$ cat config.mk
export PLATFORM = sky130hd
export DESIGN_NAME = st_symbol_narrowing_adapter
export DESIGN_NICKNAME = d
export VERILOG_FILES = /design/src/rtl/st_adapter_pkg.sv /design/src/rtl/st_symbol_select.sv /design/src/rtl/st_symbol_narrowing_adapter.sv
export SDC_FILE = /design/constraint.sdc
export NUM_CORES = 1
export LEC_CHECK = 0
export CAP_MARGIN = 20
export CORE_ASPECT_RATIO = 1.4
export CORE_UTILIZATION = 45
export CTS_CLUSTER_SIZE = 10
export DETAILED_ROUTE_END_ITERATION = 10
export HOLD_SLACK_MARGIN = 0.03
export PLACE_DENSITY = 0.76
export SYNTH_ARGS = -nofsm -noshare
export SYNTH_HDL_FRONTEND = slang
export SYNTH_SLANG_ARGS = --single-unit
$ cat constraint.sdc
create_clock -name clk -period 1.7 [get_ports clk]
set_input_delay 0.255 -clock clk [delete_from_list [all_inputs] [get_ports clk]]
set_output_delay 0.255 -clock clk [all_outputs]
set_load 0.01 [all_outputs]
$ cat src/rtl/st_adapter_pkg.sv
// rtl/st_adapter_pkg.sv - shared width helpers for Avalon-ST symbol adapters
package st_adapter_pkg;

   function automatic int clog2(input int value);
      int r;
      r = 0;
      while ((1 << r) < value) r++;
      return r;
   endfunction

   // Empty/index fields never shrink below one bit, even for single-symbol beats.
   function automatic int empty_width(input int symbols);
      return (clog2(symbols) > 1) ? clog2(symbols) : 1;
   endfunction

endpackage

$ cat src/rtl/st_symbol_select.sv
// rtl/st_symbol_select.sv - picks the symbol at emission index from a multi-symbol beat
module st_symbol_select
   import st_adapter_pkg::*;
#(
   parameter int SYMBOL_WIDTH = 8,
   parameter int IN_SYMBOLS   = 3,
   parameter int MSB_FIRST    = 1,
   parameter int IDX_WIDTH    = empty_width(IN_SYMBOLS)
) (
   input  logic [SYMBOL_WIDTH*IN_SYMBOLS-1:0] data_i,
   input  logic [IDX_WIDTH-1:0]               index_i,
   output logic [SYMBOL_WIDTH-1:0]            symbol_o
);

   always_comb begin
      symbol_o = '0;
      for (int k = 0; k < IN_SYMBOLS; k++) begin
         if (int'(index_i) == k) begin
            symbol_o = data_i[((MSB_FIRST != 0) ? (IN_SYMBOLS - 1 - k) : k) * SYMBOL_WIDTH +: SYMBOL_WIDTH];
         end
      end
   end

endmodule

$ cat src/rtl/st_symbol_narrowing_adapter.sv
// rtl/st_symbol_narrowing_adapter.sv - splits multi-symbol Avalon-ST beats into one symbol per beat
module st_symbol_narrowing_adapter
   import st_adapter_pkg::*;
#(
   parameter int SYMBOL_WIDTH  = 8,
   parameter int IN_SYMBOLS    = 3,
   parameter int CHANNEL_WIDTH = 1,
   parameter int ERROR_WIDTH   = 1,
   parameter int MSB_FIRST     = 1,
   localparam int EMPTY_WIDTH  = empty_width(IN_SYMBOLS)
) (
   input  logic                             clk,
   input  logic                             reset_n,
   input  logic                             in_valid,
   output logic                             in_ready,
   input  logic [SYMBOL_WIDTH*IN_SYMBOLS-1:0] in_data,
   input  logic                             in_startofpacket,
   input  logic                             in_endofpacket,
   input  logic [EMPTY_WIDTH-1:0]           in_empty,
   input  logic [CHANNEL_WIDTH-1:0]         in_channel,
   input  logic [ERROR_WIDTH-1:0]           in_error,
   output logic                             out_valid,
   input  logic                             out_ready,
   output logic [SYMBOL_WIDTH-1:0]          out_data,
   output logic                             out_startofpacket,
   output logic                             out_endofpacket,
   output logic [CHANNEL_WIDTH-1:0]         out_channel,
   output logic [ERROR_WIDTH-1:0]           out_error
);

   localparam int DATA_WIDTH = SYMBOL_WIDTH * IN_SYMBOLS;
   localparam int IDX_WIDTH  = EMPTY_WIDTH;
   localparam logic [IDX_WIDTH-1:0] FULL_LAST = IDX_WIDTH'(IN_SYMBOLS - 1);

   logic                     held_valid_q, held_valid_d;
   logic [DATA_WIDTH-1:0]    held_data_q, held_data_d;
   logic                     held_sop_q, held_sop_d;
   logic                     held_eop_q, held_eop_d;
   logic [IDX_WIDTH-1:0]     held_last_q, held_last_d;
   logic [CHANNEL_WIDTH-1:0] held_channel_q, held_channel_d;
   logic [ERROR_WIDTH-1:0]   held_error_q, held_error_d;
   logic [IDX_WIDTH-1:0]     idx_q, idx_d;
   logic                     out_valid_q, out_valid_d;
   logic [SYMBOL_WIDTH-1:0]  out_data_q, out_data_d;
   logic                     out_sop_q, out_sop_d;
   logic                     out_eop_q, out_eop_d;
   logic [CHANNEL_WIDTH-1:0] out_channel_q, out_channel_d;
   logic [ERROR_WIDTH-1:0]   out_error_q, out_error_d;

   logic                     out_load, sym_take, sym_last, accept;
   logic [IDX_WIDTH-1:0]     beat_last;
   logic [SYMBOL_WIDTH-1:0]  cur_symbol;

   st_symbol_select #(
      .SYMBOL_WIDTH (SYMBOL_WIDTH),
      .IN_SYMBOLS   (IN_SYMBOLS),
      .MSB_FIRST    (MSB_FIRST),
      .IDX_WIDTH    (IDX_WIDTH)
   ) u_select (
      .data_i   (held_data_q),
      .index_i  (idx_q),
      .symbol_o (cur_symbol)
   );

   assign out_load = out_ready || !out_valid_q;
   assign sym_take = out_load && held_valid_q;
   assign sym_last = (idx_q == held_last_q);
   // Refill the held beat on the same edge its last symbol leaves, so beats stream without a bubble.
   assign in_ready = !held_valid_q || (sym_take && sym_last);
   assign accept   = in_valid && in_ready;

   // Oversized empty on an eop beat still leaves one symbol to carry the eop.
   always_comb begin
      beat_last = FULL_LAST;
      if (in_endofpacket) begin
         if (int'(in_empty) >= IN_SYMBOLS) beat_last = '0;
         else                              beat_last = IDX_WIDTH'(IN_SYMBOLS - 1 - int'(in_empty));
      end
   end

   always_comb begin
      held_valid_d   = held_valid_q;
      held_data_d    = held_data_q;
      held_sop_d     = held_sop_q;
      held_eop_d     = held_eop_q;
      held_last_d    = held_last_q;
      held_channel_d = held_channel_q;
      held_error_d   = held_error_q;
      idx_d          = idx_q;
      out_valid_d    = out_valid_q;
      out_data_d     = out_data_q;
      out_sop_d      = out_sop_q;
      out_eop_d      = out_eop_q;
      out_channel_d  = out_channel_q;
      out_error_d    = out_error_q;

      if (sym_take && sym_last) held_valid_d = 1'b0;
      if (accept) begin
         held_valid_d   = 1'b1;
         held_data_d    = in_data;
         held_sop_d     = in_startofpacket;
         held_eop_d     = in_endofpacket;
         held_last_d    = beat_last;
         held_channel_d = in_channel;
         held_error_d   = in_error;
      end

      if (sym_take) idx_d = sym_last ? '0 : idx_q + IDX_WIDTH'(1);

      if (out_load) begin
         out_valid_d = held_valid_q;
         if (held_valid_q) begin
            out_data_d    = cur_symbol;
            out_sop_d     = held_sop_q && (idx_q == '0);
            out_eop_d     = held_eop_q && sym_last;
            out_channel_d = held_channel_q;
            out_error_d   = held_error_q;
         end
      end
   end

   always_ff @(posedge clk or negedge reset_n) begin
      if (!reset_n) begin
         held_valid_q   <= 1'b0;
         held_data_q    <= '0;
         held_sop_q     <= 1'b0;
         held_eop_q     <= 1'b0;
         held_last_q    <= '0;
         held_channel_q <= '0;
         held_error_q   <= '0;
         idx_q          <= '0;
         out_valid_q    <= 1'b0;
         out_data_q     <= '0;
         out_sop_q      <= 1'b0;
         out_eop_q      <= 1'b0;
         out_channel_q  <= '0;
         out_error_q    <= '0;
      end else begin
         held_valid_q   <= held_valid_d;
         held_data_q    <= held_data_d;
         held_sop_q     <= held_sop_d;
         held_eop_q     <= held_eop_d;
         held_last_q    <= held_last_d;
         held_channel_q <= held_channel_d;
         held_error_q   <= held_error_d;
         idx_q          <= idx_d;
         out_valid_q    <= out_valid_d;
         out_data_q     <= out_data_d;
         out_sop_q      <= out_sop_d;
         out_eop_q      <= out_eop_d;
         out_channel_q  <= out_channel_d;
         out_error_q    <= out_error_d;
      end
   end

   assign out_valid         = out_valid_q;
   assign out_data          = out_data_q;
   assign out_startofpacket = out_sop_q;
   assign out_endofpacket   = out_eop_q;
   assign out_channel       = out_channel_q;
   assign out_error         = out_error_q;

endmodule

After elaboration in Yosys (flattened, before gate mapping). Index checks and enable logic that the tools add are counted. W data, S select, Z words.

Div/mod/pow operators: 0. Shifts and indexed selects: 0. Muxes and demuxes: 8. Bitwise logic cells: 0. Order comparisons: 1. Multiply operators: 0. Equal/unequal tests: 3. Reductions and logical operators: 13. $add $sub $neg: 2.

Operators by type and width (count): $mux W8 (3); $mux W2 (3); $logic_and A1 B1 Y1 (5); $eq A2 B2 Y1 const B (2); $logic_not A2 Y1 (2); $add A2 B1 Y2 const B (1); $eq A2 B2 Y1 (1); $ge A2 B2 Y1 const B (1); $logic_not A1 Y1 (2); $logic_or A1 B1 Y1 (2); $mux W1 (2); $reduce_and A2 Y1 (1); $reduce_bool A2 Y1 (1); $sub A2 B2 Y2 const A (1).

Register bits after elaboration: 46. Memory bits (writable): 0. Memories: 0. Word-level logic and storage cells: 41. Bits of input ports: 34. Memory bits (read-only): 0. Output and inout port bits: 14. Latch bits: 0.

Logic depth before layout (Yosys ltp). Gate-level depths: netlist of the first run.

Word-level depth: 7. Gate-level depth with buffers: 7. Depth with buffers taken out: 6.

Cells and area by module. From an unflattened synthesis of the first run, not the netlist that was laid out.

Cell total of the unflattened synthesis: 137. Area, all modules: 2110.8 um2.

By module, submodules not included: st_symbol_narrowing_adapter (area an instance 1913.1 um2, instances 1, cells an instance 117, sequential area each 1151.1 um2); st_symbol_select (area an instance 197.7 um2, instances 1, cells an instance 20, sequential area each 0.0 um2).

Worst setup path after synthesis of the first run. Ideal clock, no wire load.

Kind: register -> register. Start: register idx_q[0]. End: register held_channel_q. Arrival time: 1.533 ns. Slack: 0.042 ns. Stages on the path, launching flop included: 6. Required time: 1.575 ns. Library setup time: 0.125 ns. Cell sequence: dfrtp_1 -> xor2_1 -> o31ai_4 -> nand2_2 -> buf_6 -> mux2_4.

Longest elaborated chain between the ends: 4.

Ends and longest elaborated chain: start, declared (RTL line st_symbol_narrowing_adapter.sv:42) `logic [IDX_WIDTH-1:0] idx_q, idx_d;`; start signal, assigned (RTL line st_symbol_narrowing_adapter.sv:146) `idx_q <= idx_d;`; $eq A2 B2 Y1 (RTL line st_symbol_narrowing_adapter.sv:67) `assign sym_last = (idx_q == held_last_q);`; $logic_and A1 B1 Y1 (RTL line st_symbol_narrowing_adapter.sv:69) `assign in_ready = !held_valid_q || (sym_take && sym_last);`; $logic_or A1 B1 Y1 (RTL line st_symbol_narrowing_adapter.sv:69); named net in_ready (RTL line st_symbol_narrowing_adapter.sv:15) `output logic in_ready,`; $logic_and A1 B1 Y1 (RTL line st_symbol_narrowing_adapter.sv:70) `assign accept = in_valid && in_ready;`; end signal, assigned (RTL line st_symbol_narrowing_adapter.sv:144) `held_channel_q <= held_channel_d;`; end, declared (RTL line st_symbol_narrowing_adapter.sv:40) `logic [CHANNEL_WIDTH-1:0] held_channel_q, held_channel_d;`.

The timed path passes the listed nets, and every way through them passes these cells. A chain may end at the register's enable or synchronous reset.

Worst setup path in the final report of the first run.
Start: register idx_q[1]. End: register held_data_q[19].

Longest elaborated chain between the ends: 4.

Ends and longest elaborated chain: $eq A2 B2 Y1 (RTL line st_symbol_narrowing_adapter.sv:67); $logic_and A1 B1 Y1 (RTL line st_symbol_narrowing_adapter.sv:69); $logic_or A1 B1 Y1 (RTL line st_symbol_narrowing_adapter.sv:69); $logic_and A1 B1 Y1 (RTL line st_symbol_narrowing_adapter.sv:70); end signal, assigned (RTL line st_symbol_narrowing_adapter.sv:140) `held_data_q <= held_data_d;`; end, declared (RTL line st_symbol_narrowing_adapter.sv:36) `logic [DATA_WIDTH-1:0] held_data_q, held_data_d;`.

Every way passes these cells.

==> results of run 1 <==
[critical path, delay by kind of cell, from the launching register on]
| family | cells | cell delay [ns] |
|---|---|---|
| compound gates | 1 | 0.28 |
| buf+inv | 1 | 0.18 |
| flops | 1 | 0.42 |
| xor+xnor | 1 | 0.22 |
| simple gates | 1 | 0.14 |
| mux | 1 | 0.30 |
[cells in the final DEF (no fill, tap or decap), types with 3 or more instances in the layout]
master           count
buf_4               10
nand2b_1             3
clkdlybuf4s50_1     45
nand2_1             16
o31ai_1              7
ha_1                 3
nor2b_1              8
a221oi_1             7
dfrtp_1             46
o21ai_0              5
clkbuf_8             6
mux2_4              30
[power groups by stage]
stage / clock network (mW) / logic (mW) / registers, mW
3_5_place_dp: 0 / 2.59 / 2.00
4_1_cts: 0.679 / 2.59 / 2.00
3_3_place_gp: 0 / 2.49 / 1.97
6_report: 0.663 / 2.61 / 2.01
2_1_floorplan: 0 / 1.70 / 1.96
5_1_grt: 0.723 / 2.82 / 2.07
[cells in the mapped netlist]
cell type and n:
nor2b_1 9, dfrtp_1 46, ha_1 3, nand2_2 1, nand2b_1 3, a221oi_1 7
mux2_4 30, nand2_1 16, o31ai_1 7, a21oi_1 2, o21ai_0 6, xor2_1 2
inv_1 2, nor2_1 2, a21o_1 1, mux2_2 2, o31ai_4 1, nor3_1 1
clkbuf_1 4, buf_6 3, nand3b_1 1
[kinds of logic (layout without fill, tap and decap cells)]
| logic type | Yosys count | count (layout) | synth area share, % |
|---|---|---|---|
| muxes | 32 | 32 | 22.74 |
| xor gates and xnor gates | 2 | 2 | 0.8425 |
| adders and majority gates | 3 | 3 | 1.805 |
| AOI/OAI and AO/OA | 24 | 24 | 8.785 |
| DFF | 46 | 46 | 55.35 |
| and+or+nand+nor | 33 | 33 | 7.762 |
| buffers and inverters | 9 | 70 | 2.707 |
[sequential cells by signal (all words and copies together) (netlist names)]
name,flops
held_sop_q,1
held_eop_q,1
idx_q,2
out_startofpacket,1
out_data,8
held_valid_q,1
out_valid,1
held_error_q,1
held_last_q,2
held_channel_q,1
out_error,1
held_data_q,24
out_channel,1
out_endofpacket,1
[how the worst max path moves through the flow]
stage / from / end / depth (start not counted)
after floorplan: idx_q[0]$_DFFE_PN0P_ / held_channel_q$_DFFE_PN0P_ / 5
after global placement: out_ready / in_ready / 4
after detailed placement: out_ready / in_ready / 4
after CTS: idx_q[1]$_DFFE_PN0P_ / held_data_q[19]$_DFFE_PN0P_ / 5
after global routing: idx_q[1]$_DFFE_PN0P_ / held_data_q[10]$_DFFE_PN0P_ / 5
final: idx_q[1]$_DFFE_PN0P_ / held_data_q[19]$_DFFE_PN0P_ / 5
[layer usage]
layer | track usage, % | vias to the layer above | routed length (microns)
li1 | - | 642 | -
met1 | 22.09 | 694 | 1672
met4 | 9.524 | 0 | 111
met5 | 0 | - | 0
met2 | 34.16 | 43 | 2279
met3 | 4.984 | 12 | 179
[final cells by class]
type / instances / area [sq um]
Multi-Input combinational cell: 94 / 894.6
Clock buffer: 7 / 86.33
Tap cell: 60 / 75.07
Inverter: 2 / 7.507
Sequential cell: 46 / 1151
Fill cell: 360 / 1539
Timing Repair Buffer: 60 / 585.6
Clock inverter: 1 / 5.005
[timing repair]
action | CTS | global route
setup buffers | 0 | 0
pin swaps | 1 | 1
hold buffers | 1 | 0
gates resized for setup | 5 | 4
endpoints found under the setup margin | 31 | 37
endpoints found under the hold margin | 22 | 0
==> summary.txt, run 1 <==
GRT
  – Wire length of the first global-routing pass: roughly 6900 microns
  – Initial antenna violation count: 0
  – GRT Total Usage: about a fifth
  – GR Overflow Total: 0
  – Vias in the first global route: between 1000 and 1500
  – Pin count of the biggest net entering global routing: 25

Synth
  – Syn_area_per_cell: approximately 14 sq um
  – Cells after Synth: about 150
  – #FFs+latches synth: between 40 and 50
  – Post-synthesis sequential area ratio: a little under three fifths
  – Share of Yosys cell area claimed by the top area cell type: between 50% and 60%
  – YS warnings: 0
  – Synth top area cells: dfrtp_1 55%, mux2_4 22%, a221oi_1 2.9%
  – Synthesized area: between 2000 and 2500 sq um
  – Post-synth cell types: 21
  – Top cell type by total area after synthesis: dfrtp_1
  – Net Count, Synth: 186

Critical path
  – Worst reg2reg startpoint: idx_q[1]$_DFFE_PN0P_
  – CP Data Arrival Time: between 1.5 and 2 ns
  – Critical-path cell list: xor2_2, o31ai_4, nand2_2, buf_12, mux2_4
  – Critical Path RT: between 1.5 and 2 ns
  – Critical path's largest stage delay: ~0.42 ns
  – R2R Path End: held_data_q[19]$_DFFE_PN0P_
  – Reg2reg setup slack: 0.04 ns
  – Crit-path slowest cell: dfrtp_1
  – Type of the worst setup path: flip-flop to flip-flop
  – Critical Path Source Type: flip-flop
  – Crit end category: flip-flop
  – Register-to-Register Path Depth: 5
  – Worst-path maximum fanout: 16

Routing
  – Via count: 1391
  – Routed WL per cell: 15.71 microns
  – DRT iter0 DRCs: between 40 and 50
  – Drt first pass iters: 4
  – Drt total wl: roughly 4200 microns
  – Routed Antenna Nets: 0
  – Remaining DRCs: 0
  – Vias/cell: ~5.2

Final layout
  – Util after Layout: between 60% and 70%
  – Area growth syn-to-layout: 34.90%
  – Fin nets: between 200 and 250
  – Layout cell share with drive strength beyond 1: 27.62%
  – Non-Filler Instances: between 200 and 300
  – Antenna Cells: 0
  – Design Area, Final: about 2800 sq um

Pwr
  – Part of the power in the clock network: between 10% and 20%
  – Pwr Total: about 5.3 mW
  – Power density cells: ~1900 nW/um^2
  – Sw Ratio: between 30 and 40%
  – Worst vdd ir: about 0.0011 V
  – Internal: 3.547 mW
  – Leak Pwr: 1.301 nW
  – Comb pwr share: 49.5%
  – Sequential share of power: ~38%
  – Psw: approximately 1.7 mW

STA
  – Post-route setup slack: between 0.03 and 0.04 ns
  – Slew headroom: roughly two thirds
  – Max Clock Skew: 0.006320 ns
  – Max Freq: ~600 MHz
  – Fin. max-slew vios: 0
  – Post-layout min period: about 1.7 ns
  – Slew @ Worst Pin: 0.5141 ns
  – Hold_ws: 0.4656 ns
  – Setup TNS: 0 ns
  – RSZ-0062 raised after global routing: yes
  – Final setup fails: 0
  – Final worst path period share: about 98%
  – Fin. Hold Viols: 0

Placement
  – DP Area: about 2700 sq um
  – Dpl hpwl: 3181 microns
  – Gpl congestion: about 0.76
  – Place WS: -0.1585 ns
  – Number of port buffers: 47
  – Post-Place Cells: about 260

Floorplan
  – Die footprint: 4901 sq um
  – Core Footprint: roughly 4300 sq um
  – Die W: 59.45 microns
  – Io pins: 48
  – FP Rows: 28
  – Die Y: 82.44 microns
  – Initial Utilization: between 40 and 50%

Run
  – Total of max-cap violations: 0

Clocking
  – Root Driver: clkbuf_8
  – Total CTS buffers: 5
  – CTS tree: built
  – Clock-pin transition on the worst setup and hold timing paths: ~0.080 ns
  – H-tree levels: 2
  – Number of clock sinks: 46
  – Max Root-Sink Buffers: 2
  – Clock latency on the worst-skew pair: just under 0.3 ns

Worst hold path
  – HP Class: primary input to asynchronous set/reset pin

Run status
  – Outcome: complete, no violations
No activity file was read; power rests on OpenSTA's default activity.
==> run 2: changes to the inputs <==
--- a/config.mk
+++ b/config.mk
@@ -5,6 +5,7 @@
 export SDC_FILE = /design/constraint.sdc
 export NUM_CORES = 1
 export LEC_CHECK = 0
+export ABC_AREA = 1
 export CAP_MARGIN = 20
 export CORE_ASPECT_RATIO = 1.4
 export CORE_UTILIZATION = 45
==> summary.txt, run 2 <==
Routing
  – Drt total wl: 4288 microns (+1.1%)
  – Routed Antenna Nets: 0 (unchanged)
  – Vias/cell: 4.855 (-5.8%)
  – DRT iter0 DRCs: 65 (+48%)
  – Routed WL per cell: 11.98 microns (-24%)
  – Drt first pass iters: 4 (unchanged)
  – Remaining DRCs: 0 (unchanged)
  – Via count: 1738 (+25%)

Pwr
  – Sw Ratio: 37.97% (+5.2 points)
  – Internal: 2.958 mW (-17%)
  – Psw: 1.810 mW (+4.5%)
  – Leak Pwr: 1.327 nW (+2.0%)
  – Comb pwr share: 43.2% (-6.3 points)
  – Sequential share of power: 40.2% (+2.2 points)
  – Part of the power in the clock network: 16.6% (+4.0 points)
  – Power density cells: 1745 nW/um^2 (-7.3%)
  – Pwr Total: 4.769 mW (-9.7%)
  – Worst vdd ir: 0.0006912 V (-38%)

Clocking
  – H-tree levels: 2 (unchanged)
  – Root Driver: clkbuf_8
  – Total CTS buffers: 5 (unchanged)
  – Post-CTS Setup Bufs: 0 (unchanged)
  – Clock latency on the worst-skew pair: 0.30 ns (about the same)
  – CTS tree: built
  – Clock-pin transition on the worst setup and hold timing paths: 0.09 ns (about the same)
  – Number of clock sinks: 46 (unchanged)
  – Max Root-Sink Buffers: 2 (unchanged)

Synth
  – Cells after Synth: 249 (+67%)
  – Synth Area in Compound Gates: 7.526% (-1.3 points)
  – Top cell type by total area after synthesis: dfrtp_1
  – Net Count, Synth: 286 (+54%)
  – Number of flops mapped to enable cells by yosys: 0 (unchanged)
  – Post-synth cell types: 16 (-24%)
  – Mux cell area share after synthesis: 0% (-23 points)
  – Commonest cells in the netlist: 103 x nand2_1, 46 x dfrtp_1, 33 x nand3_1, 16 x a21oi_1, 12 x o21ai_0
  – Main flop type after synthesis: dfrtp_1
  – Most common cell in the synthesized netlist: nand2_1
  – Post-Synth Adder-Cell Area: 1.806% (about the same)
  – Ys async rst share: 100.0% (unchanged)
  – #FFs+latches synth: 46 (unchanged)
  – Syn_area_per_cell: 8.346 sq um (-40%)
  – Synth top area cells: dfrtp_1 55%, nand2_1 19%, nand3_1 7.9%
  – Post-Synth Simple-Gate Area: 29.50% (+22 points)
  – YS warnings: 0 (unchanged)
  – Share of Yosys cell area claimed by the top area cell type: 55.39% (about the same)
  – Synth Area in XOR/XNOR: 0% (-0.84 points)
  – Synthesized area: 2078 sq um (about the same)
  – Post-synthesis sequential area ratio: 55.39% (about the same)
  – Largest family of logic cells by synthesized area: simple AND/OR/NAND/NOR gates

STA
  – Setup TNS: 0 ns (unchanged)
  – Fin. Hold Viols: 0 (unchanged)
  – RSZ-0062 raised after global routing: no
  – Max Freq: 628.1 MHz (+4.6%)
  – Slew headroom: 65.36% (-0.37 points)
  – Slew @ Worst Pin: 0.5196 ns (+0.005509 ns)
  – Post-route setup slack: 0.1079 ns (+0.07251 ns)
  – Final setup fails: 0 (unchanged)
  – Fin. max-slew vios: 0 (unchanged)
  – Post-layout min period: 1.592 ns (-0.07251 ns)
  – Final worst path period share: 93.65% (-4.3 points)
  – Max Clock Skew: 0.007054 ns (+0.0007337 ns)

Floorplan
  – Die footprint: 4898 sq um (about the same)
  – Io pins: 48 (unchanged)
  – Die W: 59.44 microns (about the same)
  – Core Footprint: 4344 sq um (unchanged)
  – Die Y: 82.41 microns (about the same)
  – Initial Utilization: 47.84% (about the same)
  – FP Rows: 28 (unchanged)

Run
  – Total of max-cap violations: 0 (unchanged)

Worst hold path
  – HP Class: primary input to asynchronous set/reset pin

Critical path
  – Worst reg2reg startpoint: idx_q[1]$_DFFE_PN0P_
  – Critical Path Source Type: flip-flop
  – CP Data Arrival Time: 1.34 ns (-0.50 ns)
  – Critical path's largest stage delay: 0.41 ns (about the same)
  – Critical Path RT: 1.44 ns (-0.44 ns)
  – Worst-path maximum fanout: 4 (-12)
  – Crit. Startpoint: idx_q[1]$_DFFE_PN0P_
  – Critical-path cell list: inv_2, nand2_1, nand2_1, nand3_2, nand2_2, clkdlybuf4s15_1
  – Type of the worst setup path: flip-flop to output pin
  – CP most frequent cell: nand2_1
  – Crit-path slowest cell: dfrtp_1
  – Crit end category: output pin

Final layout
  – Most frequent cells in the layout: 103 x nand2_1, 46 x dfrtp_1, 45 x clkdlybuf4s50_1
  – Layout cell share with drive strength beyond 1: 7.047% (-21 points)
  – Non-Filler Instances: 358 (+33%)
  – Largest register by flop count: held_data_q
  – Most common cell after layout, fill and taps aside: nand2_1
  – Max FFs per register: 24 (unchanged)
  – Fin nets: 334 (+36%)
  – Util after Layout: 62.90% (-1.7 points)
  – Area growth syn-to-layout: 31.49%
  – Antenna Cells: 0 (unchanged)

Placement
  – Post-Place Cells: 349 (+34%)
  – Number of port buffers: 47 (unchanged)
  – Place WS: -0.1594 ns (-0.0008610 ns)
  – Gpl congestion: 0.7674 (+1.1%)
  – Dpl hpwl: 3026 microns (-4.9%)

GRT
  – GRT Total Usage: 20.34% (+0.70 points)
  – Pin count of the biggest net entering global routing: 32 (+28%)
  – GR Overflow Total: 0 (unchanged)
  – Wire length of the first global-routing pass: 7369 microns (+6.8%)
  – Initial antenna violation count: 0 (unchanged)
  – Vias in the first global route: 1658 (+11%)

Run status
  – Outcome: complete, no violations
[run 2: cell types whose count changed in the layout (fill, tap and decap cells not counted), sizes merged, moves of 6 or more]
cell    change
a21oi      +15
a221oi      -7
buf         -6
inv         +7
mux2       -32
nand2      +88
nand3      +34
nor2        +6
nor2b       -9
o21ai       +6
o31ai       -8
[run 2: routing by layer]
metal  routed length, microns  up-vias  GRT usage [%]
li1                         -      890              -
met1                     1884      799          24.72
met2                     2151       42          34.94
met3                      164        7          3.738
met4                       87        0          8.571
met5                        0        -              0
[run 2: final timing paths]
kind	endpoint	slack (ns)	depth (start not counted)
setup / recovery	in_ready	0.11	6
hold / removal	out_data[4]$_DFFE_PN0P_	0.46	2
setup reg to reg	held_data_q[11]$_DFFE_PN0P_	0.17	9
hold reg to reg	out_error$_DFFE_PN0P_	0.47	2
max in group asynchronous	held_data_q[19]$_DFFE_PN0P_	0.73	3
min in group clk	out_error$_DFFE_PN0P_	0.47	2
[run 2: metrics by stage]
step / cell area (sq um) / hold slack [ns]
final: 2733 / 0.4604
after global routing: 2733 / 0.4909
after CTS: 2729 / 0.4689
after detailed placement: 2610 / 0.2596
after global placement: 2610 / 0.2494
after floorplan: 2078 / -0.04059
[run 2: cell families (layout without fill, tap and decap cells)]
kind of cell	count (synthesis)	in the layout
compound gates	29	29
fa+ha+maj	3	3
buf+inv	23	72
flops	46	46
simple gates	148	148
[run 2: cell type report]
cell class | instances | area, sq um
clock buffer | 6 | 72.57
clock inverter | 2 | 37.54
fill | 401 | 1612
inverter | 9 | 33.78
multi-input combinational | 180 | 809.5
sequential | 46 | 1151
tap | 60 | 75.07
timing repair buffer | 55 | 553.0
[run 2: worst max-delay path, delay by kind of cell (launching register included)]
| kind | cells | cell delay, ns |
|---|---|---|
| flip-flops | 1 | 0.41 |
| AND/OR/NAND/NOR | 4 | 0.30 |
| buffers and inverters | 2 | 0.32 |
[run 2: power by group through the flow]
stage | Sequential [mW] | Clock, mW | Combinational, mW
6_report | 1.92 | 0.793 | 2.06
3_3_place_gp | 1.92 | 0 | 2.02
2_1_floorplan | 1.94 | 0 | 1.30
4_1_cts | 1.92 | 0.813 | 2.07
3_5_place_dp | 1.94 | 0 | 2.07
5_1_grt | 1.98 | 0.853 | 2.38
[run 2: what timing repair did]
action                                  CTS  global route
resized for setup                         2             2
hold endpoints to repair                 21             0
hold buffers                              1             0
endpoints found under the setup margin    1             4
==> run 3: changes to the inputs <==
--- a/config.mk
+++ b/config.mk
@@ -16,3 +16,4 @@
 export SYNTH_ARGS = -nofsm -noshare
 export SYNTH_HDL_FRONTEND = slang
 export SYNTH_SLANG_ARGS = --single-unit
+export TNS_END_PERCENT = 30
==> results of run 3 <==
Same layout as run 2: the final DEF is identical, and so are final timing and power.
